[src/rtl/timer_pkg.sv]
// Shared types and constants for the countdown timer.
package timer_pkg;

  typedef enum logic [1:0] {
    IDLE  = 2'd0,
    RUN   = 2'd1,
    PAUSE = 2'd2,
    DONE  = 2'd3
  } state_e;

  // Segment patterns are active-high, bit order {g,f,e,d,c,b,a}.
  localparam logic [6:0] SEG_BLANK = 7'h00;
  localparam logic [6:0] SEG_ZERO  = 7'h3F;

  localparam logic [2:0] TENS_MAX = 3'd5;
  localparam logic [3:0] ONES_MAX = 4'd9;

  function automatic logic [2:0] clamp_tens(input logic [2:0] t);
    return (t > TENS_MAX) ? TENS_MAX : t;
  endfunction

  function automatic logic [3:0] clamp_ones(input logic [3:0] o);
    return (o > ONES_MAX) ? ONES_MAX : o;
  endfunction

endpackage

[src/rtl/segment7.sv]
// BCD to 7-segment encoder (active-high {g,f,e,d,c,b,a}); non-BCD codes show blank.
module segment7 (
  input  logic [3:0] i_bcd,
  output logic [6:0] o_seg
);

  always_comb begin
    o_seg = 7'h00;
    case (i_bcd)
      4'd0:    o_seg = 7'h3F;
      4'd1:    o_seg = 7'h06;
      4'd2:    o_seg = 7'h5B;
      4'd3:    o_seg = 7'h4F;
      4'd4:    o_seg = 7'h66;
      4'd5:    o_seg = 7'h6D;
      4'd6:    o_seg = 7'h7D;
      4'd7:    o_seg = 7'h07;
      4'd8:    o_seg = 7'h7F;
      4'd9:    o_seg = 7'h6F;
      default: o_seg = 7'h00;
    endcase
  end

endmodule

[src/rtl/countdown_timer.sv]
// Loadable 0..59 s BCD countdown timer with button edge detect and registered 7-seg outputs.
// Define DONE_BLINK_EN to blink the "00" display while in DONE.
module countdown_timer
  import timer_pkg::*;
#(
  parameter int unsigned CLK_HZ  = 50_000_000,
  parameter int unsigned TICK_HZ = 1
) (
  input  logic       clk_50,
  input  logic       rst,
  input  logic       start,
  input  logic       pause,
  input  logic       load,
  input  logic [2:0] set_tens,
  input  logic [3:0] set_ones,
  output logic [6:0] OUT10,
  output logic [6:0] OUT1,
  output logic       running,
  output logic       done
);

  localparam int unsigned DIV = CLK_HZ / TICK_HZ;
  localparam int unsigned PW  = $clog2(DIV);
  localparam logic [PW-1:0] PSC_LAST = PW'(DIV - 1);
`ifdef DONE_BLINK_EN
  localparam logic [PW-1:0] PSC_HALF = PW'(DIV / 2);
`endif

  state_e        r_state;
  logic [PW-1:0] r_psc;
  logic [2:0]    r_tens;
  logic [3:0]    r_ones;
  logic          r_start_q;
  logic          r_pause_q;
  logic          r_load_q;
  logic [6:0]    r_out10;
  logic [6:0]    r_out1;

  logic       w_start_ev;
  logic       w_pause_ev;
  logic       w_load_ev;
  logic       w_nonzero;
  logic       w_blank;
  logic [6:0] w_seg10;
  logic [6:0] w_seg1;

  always_ff @(posedge clk_50 or posedge rst) begin
    if (rst) begin
      r_start_q <= 1'b0;
      r_pause_q <= 1'b0;
      r_load_q  <= 1'b0;
    end else begin
      r_start_q <= start;
      r_pause_q <= pause;
      r_load_q  <= load;
    end
  end

  assign w_start_ev = start & ~r_start_q;
  assign w_pause_ev = pause & ~r_pause_q;
  assign w_load_ev  = load & ~r_load_q;
  assign w_nonzero  = (r_tens != 3'd0) || (r_ones != 4'd0);

  always_ff @(posedge clk_50 or posedge rst) begin
    if (rst) begin
      r_state <= IDLE;
      r_psc   <= '0;
      r_tens  <= 3'd0;
      r_ones  <= 4'd0;
    end else begin
      case (r_state)
        IDLE: begin
          if (w_load_ev) begin
            r_tens <= clamp_tens(set_tens);
            r_ones <= clamp_ones(set_ones);
          end else if (w_start_ev && w_nonzero) begin
            r_state <= RUN;
            r_psc   <= '0;
          end
        end
        RUN: begin
          // Pause wins over a tick; the prescaler is left frozen for resume.
          if (w_pause_ev) begin
            r_state <= PAUSE;
          end else if (r_psc == PSC_LAST) begin
            r_psc <= '0;
            if (r_ones != 4'd0) begin
              r_ones <= r_ones - 4'd1;
            end else begin
              r_ones <= ONES_MAX;
              r_tens <= r_tens - 3'd1;
            end
            if ((r_tens == 3'd0) && (r_ones == 4'd1)) begin
              r_state <= DONE;
            end
          end else begin
            r_psc <= r_psc + 1'b1;
          end
        end
        PAUSE: begin
          if (w_load_ev) begin
            r_tens  <= clamp_tens(set_tens);
            r_ones  <= clamp_ones(set_ones);
            r_psc   <= '0;
            r_state <= IDLE;
          end else if (w_start_ev) begin
            r_state <= RUN;
          end
        end
        DONE: begin
          if (w_load_ev) begin
            r_tens  <= clamp_tens(set_tens);
            r_ones  <= clamp_ones(set_ones);
            r_psc   <= '0;
            r_state <= IDLE;
          end else begin
`ifdef DONE_BLINK_EN
            r_psc <= (r_psc == PSC_LAST) ? '0 : r_psc + 1'b1;
`else
            r_psc <= '0;
`endif
          end
        end
        default: r_state <= IDLE;
      endcase
    end
  end

  segment7 u_seg_tens (
    .i_bcd ({1'b0, r_tens}),
    .o_seg (w_seg10)
  );

  segment7 u_seg_ones (
    .i_bcd (r_ones),
    .o_seg (w_seg1)
  );

`ifdef DONE_BLINK_EN
  // First half of each prescaler period shows "00", second half is blank.
  assign w_blank = (r_state == DONE) && (r_psc >= PSC_HALF);
`else
  assign w_blank = 1'b0;
`endif

  always_ff @(posedge clk_50 or posedge rst) begin
    if (rst) begin
      r_out10 <= SEG_ZERO;
      r_out1  <= SEG_ZERO;
    end else begin
      r_out10 <= w_blank ? SEG_BLANK : w_seg10;
      r_out1  <= w_blank ? SEG_BLANK : w_seg1;
    end
  end

  assign OUT10   = r_out10;
  assign OUT1    = r_out1;
  assign running = (r_state == RUN);
  assign done    = (r_state == DONE);

endmodule

[config.mk]
export PLATFORM = sky130hd
export DESIGN_NAME = countdown_timer
export DESIGN_NICKNAME = d
export VERILOG_FILES = /design/src/rtl/timer_pkg.sv /design/src/rtl/segment7.sv /design/src/rtl/countdown_timer.sv
export SDC_FILE = /design/constraint.sdc
export NUM_CORES = 1
export LEC_CHECK = 0
export BUFFER_PORTS_ARGS = -buffer_cell sky130_fd_sc_hd__buf_2
export CAP_MARGIN = 20
export CORE_MARGIN = 4
export CORE_UTILIZATION = 55
export DETAILED_ROUTE_END_ITERATION = 10
export GPL_TIMING_DRIVEN = 0
export PLACE_DENSITY = 0.83
export SYNTH_ARGS = -nofsm -noshare
export SYNTH_HDL_FRONTEND = slang
export SYNTH_SLANG_ARGS = --single-unit
[constraint.sdc]
create_clock -name clk_50 -period 5.84 [get_ports clk_50]
set_input_delay 0.292 -clock clk_50 [delete_from_list [all_inputs] [get_ports clk_50]]
set_output_delay 0.292 -clock clk_50 [all_outputs]
set_load 0.01 [all_outputs]
==> summary.txt, run 1 <==
Status
  – Run status: finished, final reports clean

Finish
  – Final nets: around 370
  – Layout Area Growth over Synthesis: 13.0%
  – Footprint of the multi-input gates: 0.00146 mm^2
  – Final core utilization: 64.3%
  – FF+latch area: roughly 0.0013 mm^2
  – ANT cells: 0
  – Share of cells above drive strength 1: about a fifth
  – Fill count: around 450

GRT
  – First-pass GRT wire length: ~11000 um
  – Initial antenna violation count: 0
  – Total GRT Usage: roughly 22%
  – Remaining Overflow, GRT: 0
  – Vias in the first global route: ~2.5k
  – Largest net degree at the start of global routing: 38

Yosys
  – Synth cell count leaders: 40 x dfrtp_1, 31 x nor2_1, 28 x a31oi_1, 17 x inv_1, 17 x nand2_1
  – Top cell type's share of synthesized area: approximately a third
  – Synth warn: 0
  – Synth Instances: around 310
  – Synth cell types: 49
  – Post-synth top flop: dfrtp_1
  – Register area share after synthesis: 45.0%
  – Yosys reg bits: 52
  – Syn_area_per_cell: roughly 9.4 um^2
  – Largest cells by area after synthesis: dfrtp_1 34%, dfstp_2 11%, a31oi_1 6.0%
  – Post-synthesis async set-or-reset flop share: 100%
  – Most numerous cell in the Yosys netlist: dfrtp_1
  – Mapped Nets: ~340
  – EDFF count, synth: 0
  – Synthesized area: just under 0.003 mm^2
  – Synth area leader: dfrtp_1

Timing
  – Final min period: between 2 and 3 ns
  – Fin. Hold Viols: 0
  – Final setup violation count: 0
  – Worst slew margin: around 44%
  – Period utilization: a little under half
  – RSZ-0062 raised after global routing: no
  – Actual slew at the worst max-slew pin: just over 0.8 ns
  – Final TNS setup: 0 ns
  – Max Clock Freq: roughly 0.36 GHz
  – Final Max Slew Viols: 0
  – Setup Skew: approximately 0.0066 ns

Placed design
  – HPWL Detailed: approximately 4700 um
  – Number of I/O port buffers: 27
  – GPL Wtd Cong: 0.888

Route
  – Final ANT Viol Nets: 0
  – Avg WL per Cell: between 15 and 20 um
  – Vias per cell: approximately 6.1
  – DR pass1 iterations: 4
  – Residual DRC count: 0
  – Initial DRC count: 164
  – WL final: around 6600 um
  – Vias: 2545

Clock tree
  – CTS Buf Count: 5
  – H-tree depth: 2
  – Post-CTS sizing: 0
  – Worst-Skew Late Latency: roughly 0.31 ns
  – Root Driver: clkbuf_8
  – CTS tree: built
  – CTS Sinks: 52
  – CTS max path bufs: 2
  – Worst-path clk slew: 0.09 ns

Critical path
  – Crit path arrival time: about 3.0 ns
  – Critical Path RT: roughly 6 ns
  – CP Launch Type: flop
  – Critical Path Fanout Max: 10
  – CP Class: reg -> reg
  – Crit. End Element: flop

Power and ir drop
  – VDD IR max: approximately 0.00021 V
  – Leakage: between 1.5 and 2 nW
  – Pwr Density: roughly 420 mW/mm^2

Floorplan
  – Die area: approximately 0.0066 mm^2
  – Die X-Extent: between 80 and 90 um
  – Starting Density: around 57%
  – Placeable core area: roughly 0.005 mm^2
  – Io pins: 28
  – Die height: slightly above 80 um
  – Row count: 26

Worst hold path
  – Worst min-delay path class: in -> reg

Flow run
  – Max cap viols: 0
-- what timing repair did --
item	in CTS	in global routing
buffers inserted	0	0
setup endpoints to repair	0	0
hold buffers	1	0
endpoints found under the hold margin	3	0
-- worst max-delay path: stages (launching register included) --
cell and delay (ns):
dfrtp_1 0.42, inv_1 0.18, ha_1 0.30, nor3b_1 0.43, a21oi_1 0.16, a211o_1 0.29, clkbuf_1 0.23, clkbuf_1 0.34
a32o_1 0.31
-- cell usage in the layout, fill, tap and decap left out, types with 2 or more instances in the layout --
master / instances
nand2_1: 17
a41oi_1: 5
a31oi_1: 28
buf_2: 30
dfstp_2: 12
nor2_1: 31
nand4_1: 7
or2_2: 8
clkbuf_8: 7
and3_1: 8
a21oi_1: 13
a211oi_1: 2
nor4_1: 2
dfrtp_1: 40
buf_6: 3
nor3_1: 11
nand3_1: 10
o211ai_1: 2
o22a_1: 3
clkbuf_1: 11
and4_1: 4
o211a_1: 5
inv_1: 16
o21ai_0: 13
a21o_1: 5
ha_1: 13
mux2_2: 2
mux2i_1: 4
nor2b_1: 6
nand2b_1: 3
and2_1: 5
-- per-layer routing --
layer / track usage, % / share of wire (%) / routed length, um
met4: 7.60 / 1.1 / 69
met2: 38.1 / 49 / 3230
met5: 0 / 0 / 0
met1: 27.8 / 43 / 2820
met3: 4.21 / 6.5 / 429
-- layout make-up --
class / count / area share (%)
Buffer: 17 / 2.73
Sequential cell: 52 / 39.8
Inverter: 17 / 1.93
Tap cell: 70 / 2.65
Multi-Input combinational cell: 226 / 44.1
Clock inverter: 1 / 0.908
Timing Repair Buffer: 29 / 5.00
Clock buffer: 7 / 2.91
-- worst paths after layout --
path	slack, ns	endpoint	start	cells past startpoint
worst max-delay path	3.06	r_psc[6]$_DFFE_PP0P_	r_ones[0]$_DFFE_PP0P_	8
worst min-delay path	0.09	r_load_q$_DFF_PP0_	load	1
worst max register to register	3.06	r_psc[6]$_DFFE_PP0P_	r_ones[0]$_DFFE_PP0P_	8
worst min register to register	0.49	r_psc[25]$_DFFE_PP0P_	r_psc[25]$_DFFE_PP0P_	1
max in group asynchronous	4.87	r_state[0]$_DFFE_PP0P_	rst	4
min in group asynchronous	0.48	OUT10[6]$_DFF_PP0_	rst	3
-- sequential cells by signal, summed over array words and instances, names as in the netlist --
name,cells
r_psc,26
OUT1,7
r_ones,4
r_load_q,1
r_tens,3
r_pause_q,1
r_start_q,1
OUT10,7
r_state,2
-- report_power, final --
part           internal [mW]  leakage [nW]  switching, mW  total, mW
Sequential             0.474         0.652         0.0529      0.527
Combinational          0.212         0.804          0.365      0.577
Clock                  0.151        0.0645          0.119      0.270
Total                  0.838          1.52          0.536       1.37
-- metrics by stage --
| step | worst slack [ns] | hold slack, ns | area [um^2] | power (mW) | cells |
|---|---|---|---|---|---|
| floorplan | 3.64 | 0.323 | 2930 | 0.934 | 312 |
| global placement | 3.15 | 0.411 | 3150 | 1.08 | 409 |
| detailed placement | 3.12 | 0.270 | 3170 | 1.11 | 410 |
| CTS | 3.10 | 0.0840 | 3310 | 1.38 | 419 |
| global route | 2.88 | 0.0841 | 3310 | 1.48 | 419 |
| finish | 3.06 | 0.0932 | 3310 | 1.37 | 419 |
-- logic make-up after synthesis --
kind of cell / count (synthesis) / synth area share (%)
multiplexers: 6 / 2.14
flip-flops: 52 / 45.0
adder cells (fa/ha/maj): 13 / 5.56
AND/OR/NAND/NOR: 120 / 21.9
buffers and inverters: 34 / 5.26
AO/OA/AOI/OAI: 87 / 20.2
Power figures use the tool's default switching activity.
==> inputs of run 2 (changes only) <==
--- a/config.mk
+++ b/config.mk
@@ -5,13 +5,14 @@
 export SDC_FILE = /design/constraint.sdc
 export NUM_CORES = 1
 export LEC_CHECK = 0
+export ABC_AREA = 1
 export BUFFER_PORTS_ARGS = -buffer_cell sky130_fd_sc_hd__buf_2
 export CAP_MARGIN = 20
 export CORE_MARGIN = 4
-export CORE_UTILIZATION = 55
+export CORE_UTILIZATION = 54
 export DETAILED_ROUTE_END_ITERATION = 10
 export GPL_TIMING_DRIVEN = 0
-export PLACE_DENSITY = 0.83
+export PLACE_DENSITY = 0.84
 export SYNTH_ARGS = -nofsm -noshare
 export SYNTH_HDL_FRONTEND = slang
 export SYNTH_SLANG_ARGS = --single-unit
==> constraint.sdc (replaced) <==
create_clock -name clk_50 -period 2.3 [get_ports clk_50]
set_input_delay 0.115 -clock clk_50 [delete_from_list [all_inputs] [get_ports clk_50]]
set_output_delay 0.115 -clock clk_50 [all_outputs]
set_load 0.01 [all_outputs]
==> run 2 against run 1 <==
Compared with the run above: final area grew 10%; sequential share of layout area down 3.8 points; setup slack worse by 2.8 ns; first-iteration DRC count up 80%; sequential cell count is the same; synthesized area grew 12%; critical path depth grew 4; routed wire length up 15%; critical path type unchanged; largest cell class unchanged; largest power group unchanged; highest routed layer unchanged.
==> summary.txt, run 2 <==
Clock tree
  – Worst-path clk slew: 0.11 ns (was 0.09 ns)
  – CTS max path bufs: 2 (unchanged)
  – H-tree depth: 2 (unchanged)
  – CTS Sinks: 52 (unchanged)
  – # Post-CTS Setup Buffers: 0 (unchanged)
  – Root Driver: clkbuf_8 (unchanged)
  – Post-CTS sizing: 0 (unchanged)
  – CTS tree: built (unchanged)
  – Worst-Skew Late Latency: 0.32 ns (was 0.31 ns)
  – CTS Buf Count: 5 (unchanged)

Power and ir drop
  – Leakage: 1.75 nW (was 1.52 nW)
  – VDD IR max: 0.000680 V (was 0.000215 V)
  – Pwr Density: 1020 mW/mm^2 (was 416 mW/mm^2)

Critical path
  – FF-to-FF setup slack: 0.26 ns (was 3.06 ns)
  – Slowest-stage cell, CP: dfrtp_1 (was nor3b_1)
  – FF-to-FF Start: r_tens[0]$_DFFE_PP0P_ (was r_ones[0]$_DFFE_PP0P_)
  – Buf/Inv on CP: 3 (unchanged)
  – Crit path arrival time: 2.26 ns (was 2.98 ns)
  – Crit. End Element: flop (unchanged)
  – Critical Path RT: 2.52 ns (was 6.04 ns)
  – CP cell instances: inv_1 -> ha_1 -> inv_1 -> nor2_1 -> nand3_1 -> nand2_1 -> nand2_2 -> nand2_2 -> buf_6 -> o21ai_1 -> nand2_1 -> nor2_1 (was inv_1 -> ha_1 -> nor3b_1 -> a21oi_1 -> a211o_1 -> clkbuf_1 -> clkbuf_1 -> a32o_1)
  – CP Class: reg -> reg (unchanged)
  – Critical Path Fanout Max: 10 (unchanged)
  – Critical Path Max Stage Delay: 0.44 ns (was 0.43 ns)
  – CP Launch Type: flop (unchanged)
  – Crit. Startpoint: r_tens[0]$_DFFE_PP0P_ (was r_ones[0]$_DFFE_PP0P_)
  – Crit path max-delay family: simple AND/OR/NAND/NOR gates (was compound AO/OA/AOI/OAI gates)

Route
  – Residual DRC count: 0 (unchanged)
  – Initial DRC count: 295 (was 164)
  – Vias per cell: 5.36 (was 6.07)
  – Final ANT Viol Nets: 0 (unchanged)
  – WL final: 7520 um (was 6550 um)
  – DR pass1 iterations: 6 (was 4)
  – Vias: 3003 (was 2545)
  – Avg WL per Cell: 13.4 um (was 15.6 um)

Yosys
  – Synth warn: 0 (unchanged)
  – Syn_area_per_cell: 7.34 um^2 (was 9.38 um^2)
  – EDFF count, synth: 0 (unchanged)
  – Most numerous cell in the Yosys netlist: nand2_1 (was dfrtp_1)
  – Register area share after synthesis: 40.3% (was 45.0%)
  – Post-synthesis async set-or-reset flop share: 100% (unchanged)
  – Top cell type's share of synthesized area: 30.7% (was 34.2%)
  – Yosys reg bits: 52 (unchanged)
  – Synth area leader: dfrtp_1 (unchanged)
  – Largest cells by area after synthesis: dfrtp_1 31%, nand2_1 14%, dfstp_2 9.7% (was dfrtp_1 34%, dfstp_2 11%, a31oi_1 6.0%)
  – Synth cell count leaders: 119 x nand2_1, 73 x nor2_1, 54 x inv_1, 40 x dfrtp_1, 33 x nand3_1 (was 40 x dfrtp_1, 31 x nor2_1, 28 x a31oi_1, 17 x inv_1, 17 x nand2_1)
  – Synth Instances: 445 (was 312)
  – Mapped Nets: 470 (was 337)
  – Post-synth top flop: dfrtp_1 (unchanged)
  – Synth cell types: 39 (was 49)
  – Synthesized area: 0.00327 mm^2 (was 0.00293 mm^2)

Finish
  – Footprint of the multi-input gates: 0.00166 mm^2 (was 0.00146 mm^2)
  – Share of cells above drive strength 1: 17.3% (was 19.8%)
  – FF+latch area: 0.00132 mm^2 (unchanged)
  – Register with the most flip-flops: r_psc (unchanged)
  – Layout Area Growth over Synthesis: 11.8% (was 13.0%)
  – Fill count: 513 (was 452)
  – Commonest non-fill, non-tap cells in the layout: 119 x nand2_1, 73 x nor2_1, 53 x inv_1, 40 x dfrtp_1, 33 x nand3_1 (was 40 x dfrtp_1, 31 x nor2_1, 30 x buf_2, 28 x a31oi_1, 17 x nand2_1)
  – Non-Filler Cell Area, Final: 0.00365 mm^2 (was 0.00331 mm^2)
  – Most common cell after layout, fill and taps aside: nand2_1 (was dfrtp_1)
  – Final nets: 509 (was 373)
  – Non-filler cells, final: 560 (was 419)
  – Largest register FFs: 26 (unchanged)
  – ANT cells: 0 (unchanged)

Timing
  – Final Worst Setup Slack: 0.257 ns (was 3.06 ns)
  – Final setup violation count: 0 (unchanged)
  – Final min period: 2.04 ns (was 2.78 ns)
  – Actual slew at the worst max-slew pin: 0.434 ns (was 0.832 ns)
  – Final Max Slew Viols: 0 (unchanged)
  – Worst slew margin: 71.0% (was 44.1%)
  – Fin. Hold Viols: 0 (unchanged)
  – Final TNS setup: 0 ns (unchanged)
  – Period utilization: 88.8% (was 47.6%)
  – Setup Skew: 0.0123 ns (was 0.00664 ns)
  – RSZ-0062 raised after global routing: no (unchanged)
  – Max Clock Freq: 0.489 GHz (was 0.360 GHz)

Placed design
  – Number of I/O port buffers: 27 (unchanged)
  – Post-DP Area: 0.00351 mm^2 (was 0.00317 mm^2)
  – Dpl cells: 548 (was 410)
  – GPL Wtd Cong: 0.923 (was 0.888)
  – Worst slack, placed: 0.298 ns (was 3.12 ns)
  – HPWL Detailed: 5560 um (was 4660 um)

GRT
  – First-pass GRT wire length: 13200 um (was 11400 um)
  – Initial antenna violation count: 0 (unchanged)
  – Remaining Overflow, GRT: 0 (unchanged)
  – Largest net degree at the start of global routing: 34 (was 38)
  – Vias in the first global route: 2853 (was 2535)
  – Total GRT Usage: 22.0% (was 22.1%)

Floorplan
  – Starting Density: 55.5% (was 56.9%)
  – Die X-Extent: 85.8 um (was 80.9 um)
  – Placeable core area: 0.00589 mm^2 (was 0.00514 mm^2)
  – Io pins: 28 (unchanged)
  – Row count: 28 (was 26)
  – Die area: 0.00736 mm^2 (was 0.00655 mm^2)
  – Die height: 85.8 um (was 80.9 um)

Worst hold path
  – Worst min-delay path class: in -> reg (unchanged)
  – Hold Path Origin: set_ones[0] (was load)

Status
  – Run status: finished, final reports clean (unchanged)

Flow run
  – Max cap viols: 0 (unchanged)
==> run 2: changes by cell type after synthesis, sizes merged, moves of 6 or more <==
cell,previous run,this run
nand2,17,127
nor2,31,80
inv,17,58
a31oi,28,0
nand3,11,34
nand4,7,18
clkbuf,11,1
o21ai,14,23
and3,8,1
or2,9,2
a21oi,13,7
nor2b,6,0
==> run 2: layer usage <==
metal  part of all wire (%)  global-route usage (%)  vias up
li1                       -                       -     1489
met1                     45                    30.3     1397
met2                     48                    36.9      103
met3                    6.2                    3.27       14
met4                    1.3                    5.04        0
met5                      0                       0        -
==> run 2: area by class of cell <==
| class | count | area share [%] |
|---|---|---|
| well taps | 75 | 2.57 |
| plain buffers | 7 | 1.61 |
| repair buffers | 32 | 5.35 |
| multi-input cells | 327 | 45.6 |
| clock buffers | 5 | 1.88 |
| inverters | 59 | 6.20 |
| clock inverters | 3 | 0.754 |
| flip-flops and latches | 52 | 36.1 |
==> run 2: metrics by stage <==
stage | power [mW] | util (%) | hold slack [ns]
after floorplan | 2.66 | - | 0.146
after global placement | 3.10 | 59.4 | 0.238
after detailed placement | 3.17 | 59.7 | 0.140
after CTS | 3.75 | 62.0 | 0.102
after global routing | 4.04 | 62.0 | 0.108
final | 3.74 | 62.0 | 0.108
==> run 2: timing repair <==
action | in CTS | in global routing
hold endpoints to repair | 10 | 0
hold buffers | 4 | 0
endpoints found under the setup margin | 0 | 0
==> run 2: report_power, final <==
part           total, mW  switching [mW]  leakage, nW  internal [mW]
Sequential          1.33           0.136        0.660           1.19
Combinational       1.83            1.21         1.04          0.627
Clock              0.577           0.352       0.0463          0.225
==> run 2: worst reg2reg max path: stages (launching register included) <==
cell and delay, ns:
dfrtp_1 0.44, inv_1 0.17, ha_1 0.17, inv_1 0.04, nor2_1 0.23, nand3_1 0.14, nand2_1 0.15, nand2_2 0.13
nand2_2 0.14, buf_6 0.16, o21ai_1 0.08, nand2_1 0.06, nor2_1 0.04
==> run 2: final timing paths <==
path / end / cells after the start
max: r_psc[9]$_DFFE_PP0P_ / 12
min: r_ones[0]$_DFFE_PP0P_ / 3
min in group asynchronous: r_tens[2]$_DFFE_PP0P_ / 3
max in group asynchronous: r_load_q$_DFF_PP0_ / 4
min reg2reg: r_psc[1]$_DFFE_PP0P_ / 2
max reg2reg: r_psc[9]$_DFFE_PP0P_ / 12
==> run 2: cells by family (layout without fill, tap and decap cells) <==
logic type      count (synthesis)  in the layout  synth area share (%)
flops                          52             52                  40.3
simple gates                  273            273                  37.9
fa+ha+maj                      13             13                  4.98
buf+inv                        66            106                  8.73
xor+xnor                        3              3                 0.805
compound gates                 38             38                  7.32
